==> src/rtl/barrier_pkg.sv <==
// Shared types and helpers for the barrier scheduler: FSM state encoding,
// lane constants and the lane-selection LFSR helpers.
package barrier_pkg;

    typedef enum logic [2:0] {
        IDLE,
        GAP,
        TRAVEL,
        JUDGE,
        RETIRE,
        OVER
    } state_t;

    localparam logic [1:0] LANE_L = 2'd0;
    localparam logic [1:0] LANE_M = 2'd1;
    localparam logic [1:0] LANE_R = 2'd2;

    // Galois taps for x^8+x^6+x^5+x^4+1, right-shifting form
    localparam logic [7:0] LFSR_TAPS = 8'hB8;

    // Low two LFSR bits pick the lane; the out-of-range code folds to mid
    function automatic logic [1:0] lane_pick(input logic [7:0] lfsr);
        return (lfsr[1:0] > LANE_R) ? LANE_M : lfsr[1:0];
    endfunction

    function automatic logic [7:0] lfsr_next(input logic [7:0] lfsr);
        return lfsr[0] ? ((lfsr >> 1) ^ LFSR_TAPS) : (lfsr >> 1);
    endfunction

    // Player lane code 3 is treated as mid
    function automatic logic [1:0] player_lane(input logic [1:0] lane);
        return (lane == 2'd3) ? LANE_M : ((lane == LANE_L) ? LANE_L : lane);
    endfunction

endpackage

==> src/rtl/frame_tick_gen.sv <==
// Brings the raw vertical sync into the clock domain and turns each rising
// edge into a single-cycle frame tick, three clocks after the raw edge.
module frame_tick_gen (
    input  logic i_clk,
    input  logic i_rst_n,
    input  logic i_v_sync,
    output logic o_tick
);

    // sync[0..1] form the synchronizer, sync[2] holds the previous value
    logic [2:0] sync;

    // Synchronize, then register the rising-edge detect
    always_ff @(posedge i_clk or negedge i_rst_n) begin
        if (!i_rst_n) begin
            sync   <= 3'b000;
            o_tick <= 1'b0;
        end else begin
            sync   <= {sync[1:0], i_v_sync};
            o_tick <= sync[1] & ~sync[2];
        end
    end

endmodule

==> src/rtl/barrier_scheduler.sv <==
// Runner-game barrier sequencer: launches one barrier per wave on an
// LFSR-chosen lane, judges the collision when the sprite reports
// in-position, and keeps score, lives and the game-over flag.
module barrier_scheduler
    import barrier_pkg::*;
#(
    parameter int         GAP_FRAMES     = 30,
    parameter int         TRAVEL_TIMEOUT = 40,
    parameter int         RETIRE_FRAMES  = 8,
    parameter int         LIVES          = 3,
    parameter logic [7:0] LFSR_SEED      = 8'hA5,
    parameter int         SCORE_W        = 16
) (
    input  logic               i_clk,
    input  logic               i_rst_n,
    input  logic               i_v_sync,
    input  logic               i_start,
    input  logic [1:0]         i_player_lane,
    input  logic               i_player_jump,
    input  logic [2:0]         i_in_position,
    output logic [2:0]         o_active,
    output logic [1:0]         o_lane,
    output logic               o_hit,
    output logic [SCORE_W-1:0] o_score,
    output logic [1:0]         o_lives,
    output logic               o_game_over,
    output logic               o_timeout
);

    // An all-zero seed would lock the LFSR up
    localparam logic [7:0] SEED      = (LFSR_SEED == 8'h00) ? 8'h01 : LFSR_SEED;
    localparam logic [7:0] GAP_CNT   = 8'(GAP_FRAMES);
    localparam logic [7:0] TO_CNT    = 8'(TRAVEL_TIMEOUT);
    localparam logic [7:0] RET_CNT   = 8'(RETIRE_FRAMES);
    localparam logic [1:0] LIVES_INI = 2'(LIVES);

    logic       frame_tick;
    state_t     state;
    logic [7:0] frame_cnt;
    logic [7:0] lfsr;
    logic [1:0] next_lane;
    logic [3:0] in_pos_ext;
    logic       hit_now;

    frame_tick_gen u_tick (
        .i_clk    (i_clk),
        .i_rst_n  (i_rst_n),
        .i_v_sync (i_v_sync),
        .o_tick   (frame_tick)
    );

    assign next_lane  = lane_pick(lfsr);
    // Pad so the lane index is always in range; only the current lane counts
    assign in_pos_ext = {1'b0, i_in_position};
    assign hit_now    = (player_lane(i_player_lane) == o_lane) && !i_player_jump;

    // Wave sequencer with registered outputs; i_start overrides everything
    always_ff @(posedge i_clk or negedge i_rst_n) begin
        if (!i_rst_n) begin
            state       <= IDLE;
            frame_cnt   <= 8'd0;
            lfsr        <= SEED;
            o_active    <= 3'b000;
            o_lane      <= LANE_M;
            o_hit       <= 1'b0;
            o_score     <= '0;
            o_lives     <= LIVES_INI;
            o_game_over <= 1'b0;
            o_timeout   <= 1'b0;
        end else begin
            o_hit <= 1'b0;
            // Everything is frozen once the game is over
            if (frame_tick && state != OVER) begin
                lfsr <= lfsr_next(lfsr);
                if (frame_cnt != 8'hFF)
                    frame_cnt <= frame_cnt + 8'd1;
            end
            if (i_start) begin
                state       <= GAP;
                frame_cnt   <= 8'd0;
                o_active    <= 3'b000;
                o_score     <= '0;
                o_lives     <= LIVES_INI;
                o_game_over <= 1'b0;
                o_timeout   <= 1'b0;
            end else begin
                case (state)
                    IDLE: ;
                    GAP: begin
                        if (frame_tick && frame_cnt == GAP_CNT) begin
                            state     <= TRAVEL;
                            frame_cnt <= 8'd0;
                            o_lane    <= next_lane;
                            o_active  <= 3'b001 << next_lane;
                        end
                    end
                    TRAVEL: begin
                        // in_position beats a coincident timeout tick
                        if (in_pos_ext[o_lane]) begin
                            state     <= JUDGE;
                            frame_cnt <= 8'd0;
                        end else if (frame_tick && frame_cnt == TO_CNT) begin
                            state     <= RETIRE;
                            frame_cnt <= 8'd0;
                            o_timeout <= 1'b1;
                        end
                    end
                    JUDGE: begin
                        frame_cnt <= 8'd0;
                        if (hit_now) begin
                            o_hit   <= 1'b1;
                            o_lives <= o_lives - 2'd1;
                            if (o_lives == 2'd1) begin
                                state       <= OVER;
                                o_active    <= 3'b000;
                                o_game_over <= 1'b1;
                            end else begin
                                state <= RETIRE;
                            end
                        end else begin
                            state <= RETIRE;
                            if (o_score != '1)
                                o_score <= o_score + SCORE_W'(1);
                        end
                    end
                    RETIRE: begin
                        if (frame_tick && frame_cnt == RET_CNT) begin
                            state     <= GAP;
                            frame_cnt <= 8'd0;
                            o_active  <= 3'b000;
                        end
                    end
                    OVER: ;
                    default: state <= IDLE;
                endcase
            end
        end
    end

endmodule

==> config.mk <==
export PLATFORM = sky130hd
export DESIGN_NAME = barrier_scheduler
export DESIGN_NICKNAME = d
export VERILOG_FILES = /design/src/rtl/barrier_pkg.sv /design/src/rtl/frame_tick_gen.sv /design/src/rtl/barrier_scheduler.sv
export SDC_FILE = /design/constraint.sdc
export NUM_CORES = 1
export LEC_CHECK = 0
export ABC_AREA = 0
export BUFFER_PORTS_ARGS = -buffer_cell sky130_fd_sc_hd__buf_2
export CAP_MARGIN = 20
export CORE_ASPECT_RATIO = 0.7
export CORE_MARGIN = 3
export CORE_UTILIZATION = 57
export CTS_CLUSTER_SIZE = 30
export DETAILED_ROUTE_END_ITERATION = 10
export GPL_TIMING_DRIVEN = 0
export PLACE_DENSITY = 0.79
export SETUP_SLACK_MARGIN = 0.02
export SKIP_CTS_REPAIR_TIMING = 1
export SYNTH_ARGS = -nofsm -noshare
export SYNTH_HDL_FRONTEND = slang
export SYNTH_HIERARCHICAL = 1
export SYNTH_SLANG_ARGS = --single-unit
export TNS_END_PERCENT = 50
==> constraint.sdc <==
create_clock -name i_clk -period 2.15 [get_ports i_clk]
set_input_delay 0.1075 -clock i_clk [delete_from_list [all_inputs] [get_ports i_clk]]
set_output_delay 0.1075 -clock i_clk [all_outputs]
set_load 0.05 [all_outputs]
==> Word-level counts from Yosys, hierarchy flattened <==
Index checks and enable logic that the tools add are counted.
{ "classes": {"eq_ne": 22, "n_lt_le_gt_ge": 2, "multipliers": 0, "muxes": 46, "n_reduce_logical": 23, "div": 0, "shifts": 1, "addsub": 3, "bitwise": 4} }
{ "op_table": {"columns": ["cell", "count"], "rows": [
  ["16-bit 2-to-1 mux", 4],
  ["8-bit 2-to-1 mux", 8],
  ["3-bit 2-to-1 mux", 11],
  ["8-bit one-hot mux with 4 select lines", 1],
  ["16-bit by 1-bit adder with 16-bit output, second input constant", 1],
  ["16-bit != test, second input constant", 1],
  ["3-bit != test, second input constant", 5],
  ["3-bit one-hot mux with 5 select lines", 1],
  ["1-bit 2-to-1 mux", 13],
  ["2-bit 2-to-1 mux", 6],
  ["3-bit AND reduction", 4],
  ["2-bit nonzero test", 6],
  ["3-bit one-hot mux with 3 select lines", 1],
  ["8-bit by 1-bit adder with 8-bit output, second input constant", 1],
  ["8-bit by 4-bit equality test with 1-bit output, second input constant", 1],
  ["8-bit by 5-bit equality test with 1-bit output, second input constant", 1],
  ["8-bit by 6-bit equality test with 1-bit output, second input constant", 1],
  ["8-bit != test, second input constant", 1],
  ["3-bit by 2-bit equality test with 1-bit output, second input constant", 2],
  ["3-bit equality test, second input constant", 2],
  ["1-bit logical AND", 5],
  ["5-bit AND reduction", 1],
  ["2-bit != test, second input constant", 2],
  ["4-bit != test, second input constant", 1],
  ["other kinds (20)", 21]
]} }
{ "word_totals": {"memories": 0, "romBits": 0, "regBits": 49, "mem_bits_rw": 0, "latch_bits": 0, "in_bits": 10} }

==> Depth between registers and ports, before layout <==
{ "depth": {"ltp_word": 8, "depth_mapped": 7, "depth_no_buf": 7} }

==> Modules after synthesis <==
The synthesis kept the hierarchy.
{ "by_module_without_submodules": {"columns": ["module", "cells_each", "area_per_inst_um2", "n_inst", "seq_area_each_um2"], "rows": [
  ["barrier_scheduler", 256, 2533.7, 1, 1134.8],
  ["frame_tick_gen", 5, 113.9, 1, 100.1]
]} }

==> Worst setup path before layout <==
OpenSTA, ideal clock, no wires.
{ "synth_timing": {"path_type": "register -> register", "start": "register o_score[2]", "end": "register o_score[2]", "path_stages_with_launch": 7, "synth_period_minus_slack_ns": 2.121, "arrival_time_ns": 1.996, "n_path_buf": 1, "slack_ns": 0.029, "path_cell_list": "dfrtp_1 -> and3_2 -> nand4_4 -> o311ai_4 -> buf_6 -> nor2_2 -> mux2_4"} }
{ "synth_between": {"elab_chain_len": 5} }
{ "synth_rtl": {"columns": ["item", "line", "rtl"], "rows": [
  ["start, declared", "barrier_scheduler.sv:24", "output logic [SCORE_W-1:0] o_score,"],
  ["start signal, assigned", "barrier_scheduler.sv:123", "o_score <= o_score + SCORE_W'(1);"],
  ["16-bit by 1-bit adder with 16-bit output", "barrier_scheduler.sv:123", null],
  ["16-bit 2-to-1 mux", "barrier_scheduler.sv:122", "if (o_score != '1)"],
  ["16-bit 2-to-1 mux", "barrier_scheduler.sv:110", "if (hit_now) begin"],
  ["16-bit 2-to-1 mux", "barrier_scheduler.sv:87", "case (state)"],
  ["16-bit 2-to-1 mux", "barrier_scheduler.sv:78", "if (i_start) begin"]
]} }
Parallel ways exist; a longest one is shown, timed or not. The select of a mux whose other input is x is not followed.
A chain may end at the register's enable or synchronous reset.

==> Final worst setup path <==
{ "layout_timing": {"start": "register o_score[8]", "end": "register o_score[2]"} }
{ "layout_between": {"elab_chain_len": 3} }
{ "layout_rtl": {"columns": ["item", "line"], "rows": [
  ["16-bit != test", "barrier_scheduler.sv:122"],
  ["2-bit nonzero test (no line)", null],
  ["3-bit AND reduction (no line)", null]
]} }
Every way passes these cells.

==> metrics <==
final hold vios=0; #FFs+latches synth=49; Period minus WS final=1.968 ns; Pwr Density=594.0 nW/um^2; top cells by area, synth=dfrtp_1, dfstp_2, nand2_1; crit-path max FO=10; crit-path cells=and3_2, nand4_1, o311ai_4, buf_6, nor2_2, mux2_4; outcome=finished clean; DP Wirelength=3865 um; ys async rst share=100.0%; most common cell after layout, fill and taps aside=dfrtp_1; post-layout util=69.46%; Initial Util=60.11%; Die X=87.46 um; RSZ-0062 raised after global routing=yes; wire per inst=14.95 um; most frequent cells in the layout=dfrtp_1, buf_2, nand2_1; worst-margin pin slew=0.5339 ns; Yosys top cell by area=dfrtp_1; layout cells sized above 1=24.68%; HP Class=input port to flop; post-synth top area share=39.70%; initial antenna violation count=0; # rows=20; Bufs on Longest Clock Path=2; Max IR drop VDD=0.0004571 V; final setup TNS=0 ns; Mapped Nets=276; # DRC=0; critical path class=flop to flop; final setup vio count=0; maximum clock rate=0.5081 GHz; Mapped Area=2648 um^2; total power=1817 uW; Worst Path Arrival=2.16 ns; Die ar.=5512 um^2; Clock Sink Count=49; worst clock skew=0.01835 ns; crit end category=flop; largest net degree at the start of global routing=50; Seq/Total Area, Yosys=46.64%; Distinct cells, synth=55; total track usage=21.38%; ant diodes=0; Worst slew margin=64.25%; YS warnings=6; average size of a mapped cell=10.14 um^2; Boundary Pins=36; CP startpoint kind=flop; worst skew pair latency=0.31 ns; first-iteration detailed-routing DRC count=161; Lkg Pwr=0.001332 uW; Max stage delay cell, worst path=dfrtp_1; GP Congestion=0.8442; CTS tree=yes; Final nets=322; clock-pin slew on the worst setup and hold paths=0.10 ns; Post-synth top flop=dfrtp_1; Num CTS Buffers=5; WL final=5428 um; DRT Pass-1 Iters=5; Die Ht=63.02 um; number of flops mapped to enable cells by yosys=0; Max stage delay on crit path=0.44 ns; period utilization=91.53%; clk root buf=clkbuf_8; fin. max-slew vios=0; Buffers on Ports=35; routed via count=2146; grt ovf=0; area grow syn2layout=15.55%; core footprint=4404 um^2; first-pass GRT wire length=9308 um; drt via density=5.912; number of global-route vias before repair=2021; Antenna Nets Post-Route=0; Worst Path Required=2.34 ns; max-cap violations=0; cells after synthesis=261; htree depth=2
## stage by stage
step           cells  setup slack [ns]  instance area [um^2]  hold WS (ns)
3_3_place_gp     351            0.1088                  2892        0.2158
4_1_cts          359           0.06405                  3004      -0.09961
2_1_floorplan    261           0.02873                  2648       -0.1881
6_report         363            0.1821                  3059       0.03446
3_5_place_dp     351           0.08963                  2892        0.2168
5_1_grt          363           0.01583                  3059       0.04862
## layer usage
layer	global-route usage, %	vias to the layer above	part of all wire, %
met2	31.11	63	44
met4	6.322	0	1.3
met3	5.665	9	6.8
li1	-	1053	-
met1	31.18	1021	48
met5	0	-	0
## cell type report
cell class              count  area, um^2
inverters                  11       41.29
repair buffers             39       222.7
clock buffers               5       68.82
well taps                  55       68.82
multi-input cells         190        1315
clock inverters             3       43.79
flip-flops and latches     49        1235
plain buffers              11       63.81
fillers                   339        1345
## synthesized netlist by cell type, types with 3 or more instances
| cell type | number |
|---|---|
| xnor2_1 | 9 |
| nor2_1 | 22 |
| mux2i_1 | 3 |
| nand2_1 | 27 |
| ha_1 | 5 |
| or4_1 | 10 |
| and3_1 | 3 |
| dfrtp_1 | 42 |
| mux2_2 | 5 |
| o31ai_1 | 10 |
| buf_6 | 3 |
| clkbuf_1 | 6 |
| nand3_1 | 12 |
| a21oi_1 | 18 |
| nand2b_1 | 5 |
| nor2b_1 | 3 |
| nor4_1 | 3 |
| inv_1 | 11 |
| a32o_1 | 3 |
| o21ai_0 | 6 |
| dfstp_2 | 7 |
| or3_1 | 4 |
## path summary, 6_finish.rpt
| path | from | depth (start not counted) | to | slack, ns |
|---|---|---|---|---|
| max in group asynchronous | i_rst_n | 3 | lfsr[7] | 1.32 |
| setup / recovery | o_score[8] | 6 | o_score[2] | 0.18 |
| hold reg to reg | u_tick/sync[0] | 0 | u_tick/sync[1] | 0.36 |
| setup reg to reg | o_score[8] | 6 | o_score[2] | 0.18 |
| hold / removal | i_player_jump | 2 | o_hit | 0.03 |
| min in group asynchronous | i_rst_n | 2 | o_score[14] | 0.24 |
## power by group
group	internal, uW	switching [uW]
combinational	65.4	129
clock	349	314
sequential	938	22.1
## worst max-delay path: cells and delay by family, from the launching register on
kind	cells	cell delay, ns
simple gates	3	0.52
flops	1	0.44
compound gates	1	0.38
mux	1	0.29
buf+inv	1	0.21
## state kept, by name, summed over array words and instances, names as in the netlist
| signal | count |
|---|---|
| state | 3 |
| o_lane | 2 |
| o_game_over | 1 |
| o_lives | 2 |
| o_timeout | 1 |
| u_tick/o_tick | 1 |
| o_active | 3 |
| frame_cnt | 8 |
| o_hit | 1 |
| o_score | 16 |
| lfsr | 8 |
| u_tick/sync | 3 |
## cells by family (layout without fill, tap and decap cells)
family,after synthesis,after routing,synth area share (%)
and+or+nand+nor,107,107,22.83
AOI/OAI and AO/OA,59,59,16.54
DFF,49,49,46.64
buffers and inverters,22,69,3.970
muxes,10,10,4.678
xor gates and xnor gates,9,9,2.977
adders and majority gates,5,5,2.363
No activity file was read; power rests on OpenSTA's default activity.
